**src/rtl/ucaspian_cmd_pkg.sv**
```systemverilog
// Shared command definitions: opcode constants, FSM state type and opcode lookup.
package ucaspian_cmd_pkg;

    typedef enum logic [1:0] {
        StIdle,
        StPayload,
        StEmit
    } state_e;

    localparam logic [7:0] OpNop       = 8'h00;
    localparam logic [7:0] OpClear     = 8'h01;
    localparam logic [7:0] OpRun       = 8'h02;
    localparam logic [7:0] OpInputFire = 8'h03;
    localparam logic [7:0] OpCfgWrite  = 8'h04;
    localparam logic [7:0] OpMetric    = 8'h05;

    typedef struct packed {
        logic       known;
        logic [2:0] len;
    } op_info_t;

    // Map an opcode byte to its payload length; unknown opcodes report known=0.
    function automatic op_info_t op_lookup(input logic [7:0] op);
        op_info_t info;
        info.known = 1'b1;
        info.len   = 3'd0;
        case (op)
            OpNop:       info.len = 3'd0;
            OpClear:     info.len = 3'd0;
            OpRun:       info.len = 3'd2;
            OpInputFire: info.len = 3'd3;
            OpCfgWrite:  info.len = 3'd4;
            OpMetric:    info.len = 3'd1;
            default:     info.known = 1'b0;
        endcase
        return info;
    endfunction

endpackage

```
**src/rtl/byte_cmd_decoder.sv**
```systemverilog
// Byte-stream command decoder: opcode byte followed by a fixed-length payload,
// emitted as one command with a valid/ready handshake.
module byte_cmd_decoder
    import ucaspian_cmd_pkg::*;
#(
    parameter int unsigned WIDTH       = 8,
    parameter int unsigned MAX_PAYLOAD = 4
) (
    input  logic                         clk,
    input  logic                         reset,
    input  logic [WIDTH-1:0]             in_data,
    input  logic                         in_vld,
    output logic                         in_rdy,
    output logic [WIDTH-1:0]             out_op,
    output logic [WIDTH*MAX_PAYLOAD-1:0] out_payload,
    output logic [2:0]                   out_len,
    output logic                         out_vld,
    input  logic                         out_rdy,
    output logic [7:0]                   err_count,
    output logic                         busy
);

    localparam int unsigned PW = WIDTH * MAX_PAYLOAD;

    state_e           state_q, state_d;
    logic [2:0]       remaining_q, remaining_d;
    logic [WIDTH-1:0] op_q, op_d;
    logic [PW-1:0]    payload_q, payload_d;
    logic [2:0]       len_q, len_d;
    logic [7:0]       err_q, err_d;

    op_info_t info;
    logic     upper_zero;
    logic     known;
    logic     in_accept;
    logic     out_accept;

    // Bytes wider than 8 bits only decode as an opcode when the extra bits are zero.
    assign upper_zero = ((in_data >> 8) == '0);
    assign info       = op_lookup(in_data[7:0]);
    assign known      = info.known && upper_zero;

    assign in_rdy     = (state_q != StEmit);
    assign out_vld    = (state_q == StEmit);
    assign busy       = (state_q != StIdle);
    assign in_accept  = in_vld && in_rdy;
    assign out_accept = out_vld && out_rdy;

    assign out_op      = op_q;
    assign out_payload = payload_q;
    assign out_len     = len_q;
    assign err_count   = err_q;

    // Next-state and datapath update for the decode FSM.
    always_comb begin
        state_d     = state_q;
        remaining_d = remaining_q;
        op_d        = op_q;
        payload_d   = payload_q;
        len_d       = len_q;
        err_d       = err_q;
        case (state_q)
            StIdle: begin
                if (in_accept) begin
                    if (known) begin
                        op_d        = in_data;
                        len_d       = info.len;
                        payload_d   = '0;
                        remaining_d = info.len;
                        state_d     = (info.len != 3'd0) ? StPayload : StEmit;
                    end else if (err_q != 8'hFF) begin
                        err_d = err_q + 8'd1;
                    end
                end
            end
            StPayload: begin
                if (in_accept) begin
                    // Clearing on opcode plus left-shift keeps unused upper bytes zero.
                    payload_d   = {payload_q[PW-WIDTH-1:0], in_data};
                    remaining_d = remaining_q - 3'd1;
                    if (remaining_q == 3'd1) begin
                        state_d = StEmit;
                    end
                end
            end
            StEmit: begin
                if (out_accept) begin
                    state_d = StIdle;
                end
            end
            default: state_d = StIdle;
        endcase
    end

    // State and datapath registers; reset wins over any handshake on the same edge.
    always_ff @(posedge clk) begin
        if (reset) begin
            state_q     <= StIdle;
            remaining_q <= '0;
            op_q        <= '0;
            payload_q   <= '0;
            len_q       <= '0;
            err_q       <= '0;
        end else begin
            state_q     <= state_d;
            remaining_q <= remaining_d;
            op_q        <= op_d;
            payload_q   <= payload_d;
            len_q       <= len_d;
            err_q       <= err_d;
        end
    end

endmodule

```
**config.mk**
```make
export PLATFORM = sky130hd
export DESIGN_NAME = byte_cmd_decoder
export DESIGN_NICKNAME = d
export VERILOG_FILES = /design/src/rtl/ucaspian_cmd_pkg.sv /design/src/rtl/byte_cmd_decoder.sv
export SDC_FILE = /design/constraint.sdc
export NUM_CORES = 1
export LEC_CHECK = 0
export ABC_CLOCK_PERIOD_IN_PS = 1700
export CAP_MARGIN = 20
export CELL_PAD_IN_SITES_DETAIL_PLACEMENT = 0
export CELL_PAD_IN_SITES_GLOBAL_PLACEMENT = 1
export CORE_ASPECT_RATIO = 1.2
export CORE_MARGIN = 3
export CORE_UTILIZATION = 30
export DETAILED_ROUTE_END_ITERATION = 10
export GPL_TIMING_DRIVEN = 1
export PLACE_DENSITY_LB_ADDON = 0.1
export SETUP_SLACK_MARGIN = 0.3
export SKIP_CTS_REPAIR_TIMING = 1
export SLEW_MARGIN = 40
export SYNTH_ARGS = -nofsm -noshare
export SYNTH_HDL_FRONTEND = slang
export SYNTH_SLANG_ARGS = --single-unit
```
**constraint.sdc**
```tcl
create_clock -name clk -period 1.7 [get_ports clk]
set_clock_uncertainty 0.05 [all_clocks]
set_input_delay 0.255 -clock clk [delete_from_list [all_inputs] [get_ports clk]]
set_output_delay 0.255 -clock clk [all_outputs]
set_load 0.01 [all_outputs]
```
# ---- Word level (Yosys, flattened, before mapping)
# Index checks and enable logic that the tools add are counted.
# Widths: inputs -> output; s select.
dict set report totals {
  regBits 56
  in_bits 12
  output_inout_bits 54
  word_cells 53
}
dict set report classes {
  add_sub_neg 2
  n_eq_ne 15
  n_mux 17
  bitwise_logic 1
  reduce_logical 12
}
# operator n
set op_table {}
lappend op_table {{$mux 32} 3}
lappend op_table {{$pmux 32 s2} 1}
lappend op_table {{$eq 8x2->1 const B} 2}
lappend op_table {{$eq 8x3->1 const B} 2}
lappend op_table {{$mux 2} 6}
lappend op_table {{$pmux 3 s4} 1}
lappend op_table {{$ne 2x2->1 const B} 5}
lappend op_table {{$mux 3} 3}
lappend op_table {{$add 8x1->8 const B} 1}
lappend op_table {{$eq 8x1->1 const B} 1}
lappend op_table {{$logic_not 8->1} 1}
lappend op_table {{$ne 8x8->1 const B} 1}
lappend op_table {{$reduce_and 4->1} 2}
lappend op_table {{$pmux 2 s3} 1}
lappend op_table {{$pmux 3 s2} 1}
lappend op_table {{$reduce_or 6->1} 1}
lappend op_table {{$reduce_and 5->1} 1}
lappend op_table {{$reduce_bool 2->1} 2}
lappend op_table {{$eq 3x1->1 const B} 1}
lappend op_table {{$reduce_and 3->1} 1}
lappend op_table {{$reduce_bool 3->1} 1}
lappend op_table {{$sub 3x1->3 const B} 1}
lappend op_table {{$eq 2x1->1 const B} 1}
lappend op_table {{$eq 2x2->1 const B} 1}
lappend op_table {{other kinds (5)} 6}

# ---- Depth between registers and ports, before layout
# Gate-level depths: netlist of run 1.
dict set report depth {
  depth_word 7
  depth_mapped 7
  mapped_depth_nobuf 5
}

# ---- Worst setup path after synthesis of run 1
# Ideal clock, no wire load.
dict set report synth_path {
  path_kind {reg-to-reg}
  start {register state_q[1]}
  end {register err_q[4] (netlist: err_count[4])}
  setup_ps 121
  arrival_ps 1541
  t_required_ps 1529
  slack_ps -12
  path_stages_with_launch 6
  path_buffers 1
  synth_period_minus_slack_ps 1712
  cell_sequence {dfxtp_1 > nand2b_4 > buf_6 > a211o_4 > nor4b_2 > mux2_2}
}
dict set report synth_via {
  elab_chain_len 3
  word_cells_on_any_way 4
  cone_classes {eq/ne: 1; reduce/logical: 3}
}
# element line_no
set synth_rtl {}
lappend synth_rtl {{from (decl)} byte_cmd_decoder.sv:25} ;# state_e state_q, state_d;
lappend synth_rtl {{from (signal assigned)} byte_cmd_decoder.sv:98} ;# state_q <= StIdle;
lappend synth_rtl {{from (signal assigned)} byte_cmd_decoder.sv:105} ;# state_q <= state_d;
lappend synth_rtl {{$ne 2x2->1} byte_cmd_decoder.sv:43} ;# assign in_rdy = (state_q != StEmit);
lappend synth_rtl {{$logic_and 1x1->1} byte_cmd_decoder.sv:46} ;# assign in_accept = in_vld && in_rdy;
lappend synth_rtl {{$reduce_and 4->1 (no source line) (*)} -}
lappend synth_rtl {{to (signal assigned)} byte_cmd_decoder.sv:110} ;# err_q <= err_d;
lappend synth_rtl {{to (decl)} byte_cmd_decoder.sv:30} ;# logic [7:0] err_q, err_d;
# Mark *: on every way between the ends. The rest lies on a longest branch, timed or not.
# A chain may end at the register's enable or synchronous reset.

# ---- Worst setup path after layout of run 1
# Ends and elaborated chain as after synthesis.

==> results.md, run 1 <==
- Setup Viol. Count Final: 0
- DR pass1 iterations: 4
- Clk sinks: 56
- Yosys Warn Count: 0
- Tcrit/Tclk final: 96.31%
- Worst setup SP type: flop
- Final Critical Period: 1.637 ns
- Vias: 2518
- Async set-reset flop share out of synthesis: 0%
- Post-Syn Instances: 278
- Vias/cell: 5.450
- Area grow syn2layout: 75.00%
- Die area: 9211 um^2
- Routed WL per cell: 17.25 um
- CP max FO: 6
- Most frequent cells in the layout: dlymetal6s2s_1, nand4_1, dfxtp_1
- Grt ovf: 0
- Drt drc: 0
- CP required: 1.86 ns
- Standard-cell row count: 35
- Post-Syn Area per Cell: 8.731 um^2
- Synthesized area: 2427 um^2
- CP max stage cell: dfxtp_4
- FF+latch count, synth: 56
- Sequential share of the synthesized area: 46.19%
- Largest net degree at the start of global routing: 34
- Hold WC Path Type: input port to flop
- Chip Width: 88.12 um
- CP peak stage delay: 0.38 ns
- Outcome: complete, no violations
- Fmax: 610.8 MHz
- Leak: 2.432 nW
- WP data arrival: 1.80 ns
- Initial core utilization: 31.14%
- Max Cap Viol: 0
- CP Cell Sequence: nand2b_4 > a211o_4 > nor4b_4 > mux2_2
- Final Hold Viols: 0
- Final max-slew violation count: 0
- Final worst setup slack: 0.06267 ns
- Ant. Diodes: 0
- Worst skew pair latency: 0.32 ns
- Synth unique cells: 40
- CORE AREA: 7795 um^2
- Final core utilization: 54.49%
- Syn_nets: 293
- H-tree depth: 2
- Commonest non-fill, non-tap cell in the layout: dlymetal6s2s_1
- Worst Tran Pin Value: 0.4440 ns
- Fill cell count: 720
- Normalized max-slew margin: 70.37%
- Share of layout cells above drive strength 1: 41.08%
- Worst Setup End Kind: flop
- Nets: 384
- Pre-CTS setup slack: -0.3857 ns
- Worst-path clk slew: 0.11 ns
- Max clock buf depth: 2
- Number of DRC markers in iteration 0: 85
- DIE HEIGHT: 104.5 um
- Fin Hold WS: 0.2308 ns
- RSZ-0062 raised after global routing: true
- WP buf/inv: 0
- EDFF count, synth: 0
- Peak supply drop: 272.2 uV
- Cell family contributing the most delay on the critical path: flip-flops
- Post-route ant nets: 0
- Power per Cell Area: 554.9 nW/um^2
- GP Congestion: 0.7747
- Vias in the first global route: 2307
- Ys flop type: dfxtp_1
- Ports: 66
- DP HPWL: 5064 um
- Port bufs: 65
- GRT Resource Usage Total: 15.93%
- CTS root buffer: clkbuf_8
- First-pass GRT wire length: 11710 um
- Kind of critical path: flop to flop
- Initial antenna violation count: 0
- TritonCTS clock tree: yes
- Routed WL: 7971 um
- TritonCTS Buffers: 5
-- worst register-to-register path: stages, from the launching register on --
cell      delay, ns
dfxtp_4        0.38
nand2b_4       0.16
a211o_4        0.37
nor4b_4        0.22
mux2_2         0.35
-- cells in the mapped netlist (2+ instances only) --
cell       n  area (um^2)
a21oi_1   35        175.2
a31oi_1    6        37.54
and2_1     2        12.51
and3_1     5        31.28
buf_2      4        20.02
clkbuf_1  21        78.83
dfxtp_1   56         1121
ha_1       3        37.54
inv_1      6        22.52
mux2_2     3        33.78
mux2i_1    6        60.06
nand2_1    7        26.28
nand2b_1   2        12.51
nand3_1    3        15.01
nand4_1   37        231.5
nor2_1    13        48.80
nor2b_1    5        31.28
nor3_1     2        10.01
nor3b_1    3        22.52
o21ai_0   35        175.2
o311ai_0   2        17.52
o41ai_1    3        26.28
or2_2      2        12.51
-- area by class of cell --
class	instances	area [um^2]	share of cell area (%)
clock inverters	3	23.77	0.5596
repair buffers	112	1308	30.78
well taps	92	115.1	2.710
clock buffers	5	68.82	1.620
inverters	6	22.52	0.5302
flip-flops and latches	56	1170	27.54
multi-input cells	188	1540	36.26
-- metrics by stage --
step | TNS, ns | power, mW | cells | area (um^2)
2_1_floorplan | 0 | 1.465 | 278 | 2484
3_3_place_gp | -14.41 | 1.562 | 435 | 3316
3_5_place_dp | -15.41 | 1.562 | 435 | 3316
4_1_cts | -0.9695 | 2.331 | 443 | 3408
5_1_grt | 0 | 2.464 | 462 | 4248
6_report | 0 | 2.357 | 462 | 4248
-- logic make-up after synthesis --
kind of cell / after synthesis / synth area share [%]
simple gates: 87 / 21.29
flops: 56 / 46.19
compound gates: 88 / 20.83
xor+xnor: 1 / 0.3609
fa+ha+maj: 3 / 1.547
buf+inv: 34 / 5.928
mux: 9 / 3.866
-- final timing paths --
path,start,end,cells after the start,slack [ns]
setup / recovery,state_q[1]$_SDFFE_PP0P_,err_count[4]$_SDFFE_PP0P_,4,0.06
hold / removal,in_data[4],out_payload[4]$_SDFFE_PP0P_,3,0.23
setup reg to reg,state_q[1]$_SDFFE_PP0P_,err_count[4]$_SDFFE_PP0P_,4,0.06
hold reg to reg,out_payload[25]$_SDFFE_PP0P_,out_payload[25]$_SDFFE_PP0P_,2,0.42
-- flip-flops by register name, indices dropped and copies added, names as in the netlist --
name	flops
out_op	8
remaining_q	3
err_count	8
out_payload	32
state_q	2
out_len	3
-- power by group --
| group | internal [mW] | leakage, nW | switching (mW) |
|---|---|---|---|
| clock | 0.293 | 0.0404 | 0.467 |
| sequential | 1.31 | 0.467 | 0.0101 |
| combinational | 0.120 | 1.92 | 0.153 |
-- layer usage --
metal / track usage (%) / vias to the layer above / share of wire (%) / wire length, um
li1: - / 1225 / - / -
met1: 20.78 / 1213 / 42 / 3387
met2: 25.48 / 65 / 51 / 4073
met3: 3.076 / 15 / 3.9 / 313
met4: 6.479 / 0 / 2.4 / 195
met5: 0 / - / 0 / 0
Power figures use the tool's default switching activity.
==> run 2, diff against run 1 <==
Settings changed: REMOVE_ABC_BUFFERS from default to 1.
==> run 2 against run 1 <==
Total power up 1.6%. Register-to-register slack better by 0.03 ns. Cell count up 1.3%. Flip-flop and latch count unchanged. Hold slack better by 0.0056 ns. Critical path depth unchanged. Die area unchanged. First-iteration DRC count up 11%. Largest cell class unchanged.
==> results.md, run 2 (synthesis results as in run 1) <==
- Outcome: complete, no violations
- TritonCTS Buffers: 5 (unchanged)
- Vias in the first global route: 2343 (+1.6%)
- DR pass1 iterations: 4 (unchanged)
- Final core utilization: 53.52% (-0.98 points)
- Vias/cell: 5.425 (-0.46%)
- Grt ovf: 0 (unchanged)
- Initial core utilization: 31.14% (unchanged)
- Initial antenna violation count: 0 (unchanged)
- GRT Resource Usage Total: 15.80% (-0.13 points)
- WP data arrival: 1.76 ns (-0.04 ns)
- Power per Cell Area: 574.4 nW/um^2 (+3.5%)
- Hold WC Path Type: input port to flop
- Standard-cell row count: 35 (unchanged)
- Ant. Diodes: 0 (unchanged)
- Tcrit/Tclk final: 94.29% (-2.0 points)
- Final Hold Viols: 0 (unchanged)
- Die area: 9211 um^2 (unchanged)
- WP buf/inv: 0 (unchanged)
- Setup Viol. Count Final: 0 (unchanged)
- Cell family contributing the most delay on the critical path: simple AND/OR/NAND/NOR gates
- Post-route ant nets: 0 (unchanged)
- Drt drc: 0 (unchanged)
- Leak: 2.437 nW (+0.22%)
- Clk sinks: 56 (unchanged)
- Peak supply drop: 408.8 uV (+50%)
- Max Cap Viol: 0 (unchanged)
- Fill cell count: 760 (+5.6%)
- First-pass GRT wire length: 11940 um (+2.0%)
- CP max stage cell: a211o_4
- Largest net degree at the start of global routing: 40 (+18%)
- Chip Width: 88.12 um (unchanged)
- CTS root buffer: clkbuf_8
- Worst Tran Pin Value: 0.4219 ns (-0.02211 ns)
- DIE HEIGHT: 104.5 um (unchanged)
- Number of DRC markers in iteration 0: 94 (+11%)
- Fmax: 623.9 MHz (+2.1%)
- Final max-slew violation count: 0 (unchanged)
- DP HPWL: 4799 um (-5.2%)
- Worst setup SP type: flop
- Vias: 2539 (+0.83%)
- Setup_tns: 0 ns (unchanged)
- RSZ-0062 raised after global routing: true
- Most frequent cells in the layout: dlymetal6s2s_1, nand4_1, dfxtp_1
- Nets: 390 (+1.6%)
- Port bufs: 65 (unchanged)
- TritonCTS clock tree: yes
- Kind of critical path: flop to flop
- CORE AREA: 7795 um^2 (unchanged)
- Pre-CTS setup slack: -0.3832 ns (+0.002495 ns)
- Routed WL per cell: 16.81 um (-2.5%)
- Normalized max-slew margin: 71.84% (+1.5 points)
- Worst skew pair latency: 0.31 ns (about the same)
- Worst Setup End Kind: flop
- Largest register FFs: 32 (unchanged)
- CP max FO: 7 (+1)
- Worst-path clk slew: 0.11 ns (about the same)
- Commonest non-fill, non-tap cell in the layout: dlymetal6s2s_1
- H-tree depth: 2 (unchanged)
- Share of layout cells above drive strength 1: 35.90% (-5.2 points)
- Max clock buf depth: 2 (unchanged)
- Final worst setup slack: 0.09711 ns (+0.03444 ns)
- CP peak stage delay: 0.38 ns (about the same)
- CP required: 1.85 ns (about the same)
- CP Cell Sequence: nand2b_4 > a211o_4 > nor4b_4 > mux2_4
- Routed WL: 7869 um (-1.3%)
- Area grow syn2layout: 71.86%
- Final Critical Period: 1.603 ns (-0.03444 ns)
- GP Congestion: 0.7338 (-5.3%)
- Ports: 66 (unchanged)
run 2: power breakdown:
group          switching [mW]  leakage [nW]  internal, mW
clock                   0.465        0.0434         0.332
combinational           0.149          1.93         0.126
sequential            0.00658         0.461          1.32
total                   0.621          2.44          1.78
run 2: worst min-delay path, cell delays in order:
cell and delay [ns]:
dlymetal6s2s_1 0.16, nand4_1 0.09, a21oi_1 0.06
run 2: area by class of cell:
| cell class | instances | area (um^2) | share of cell area (%) |
|---|---|---|---|
| multi-input cells | 188 | 1423 | 34.10 |
| repair buffers | 118 | 1364 | 32.69 |
| well taps | 92 | 115.1 | 2.759 |
| inverters | 6 | 22.52 | 0.5399 |
| flip-flops and latches | 56 | 1150 | 27.56 |
| clock inverters | 2 | 15.01 | 0.3599 |
| clock buffers | 6 | 82.58 | 1.980 |
run 2: layer usage:
metal / part of all wire [%] / vias up / GRT usage [%]
met5: 0 / - / 0
li1: - / 1231 / -
met3: 4.8 / 13 / 3.233
met2: 46 / 71 / 23.49
met4: 1.8 / 0 / 3.672
met1: 47 / 1224 / 23.35
run 2: path summary, 6_finish.rpt:
kind	startpoint	end	slack (ns)	depth (start not counted)
worst min-delay path	in_data[4]	out_payload[4]$_SDFFE_PP0P_	0.24	3
worst min register to register	out_payload[25]$_SDFFE_PP0P_	out_payload[25]$_SDFFE_PP0P_	0.41	2
worst max register to register	state_q[1]$_SDFFE_PP0P_	err_count[4]$_SDFFE_PP0P_	0.1	4
worst max-delay path	state_q[1]$_SDFFE_PP0P_	err_count[4]$_SDFFE_PP0P_	0.1	4
run 2: per-stage QoR:
stage / total power, mW / hold WS, ns / instances / area [um^2]
2_1_floorplan: 1.416 / 0.2741 / 250 / 2306
3_3_place_gp: 1.566 / 0.4000 / 442 / 3333
3_5_place_dp: 1.566 / 0.4005 / 442 / 3333
4_1_cts: 2.357 / 0.3063 / 450 / 3431
5_1_grt: 2.488 / 0.2273 / 468 / 4172
6_report: 2.396 / 0.2364 / 468 / 4172
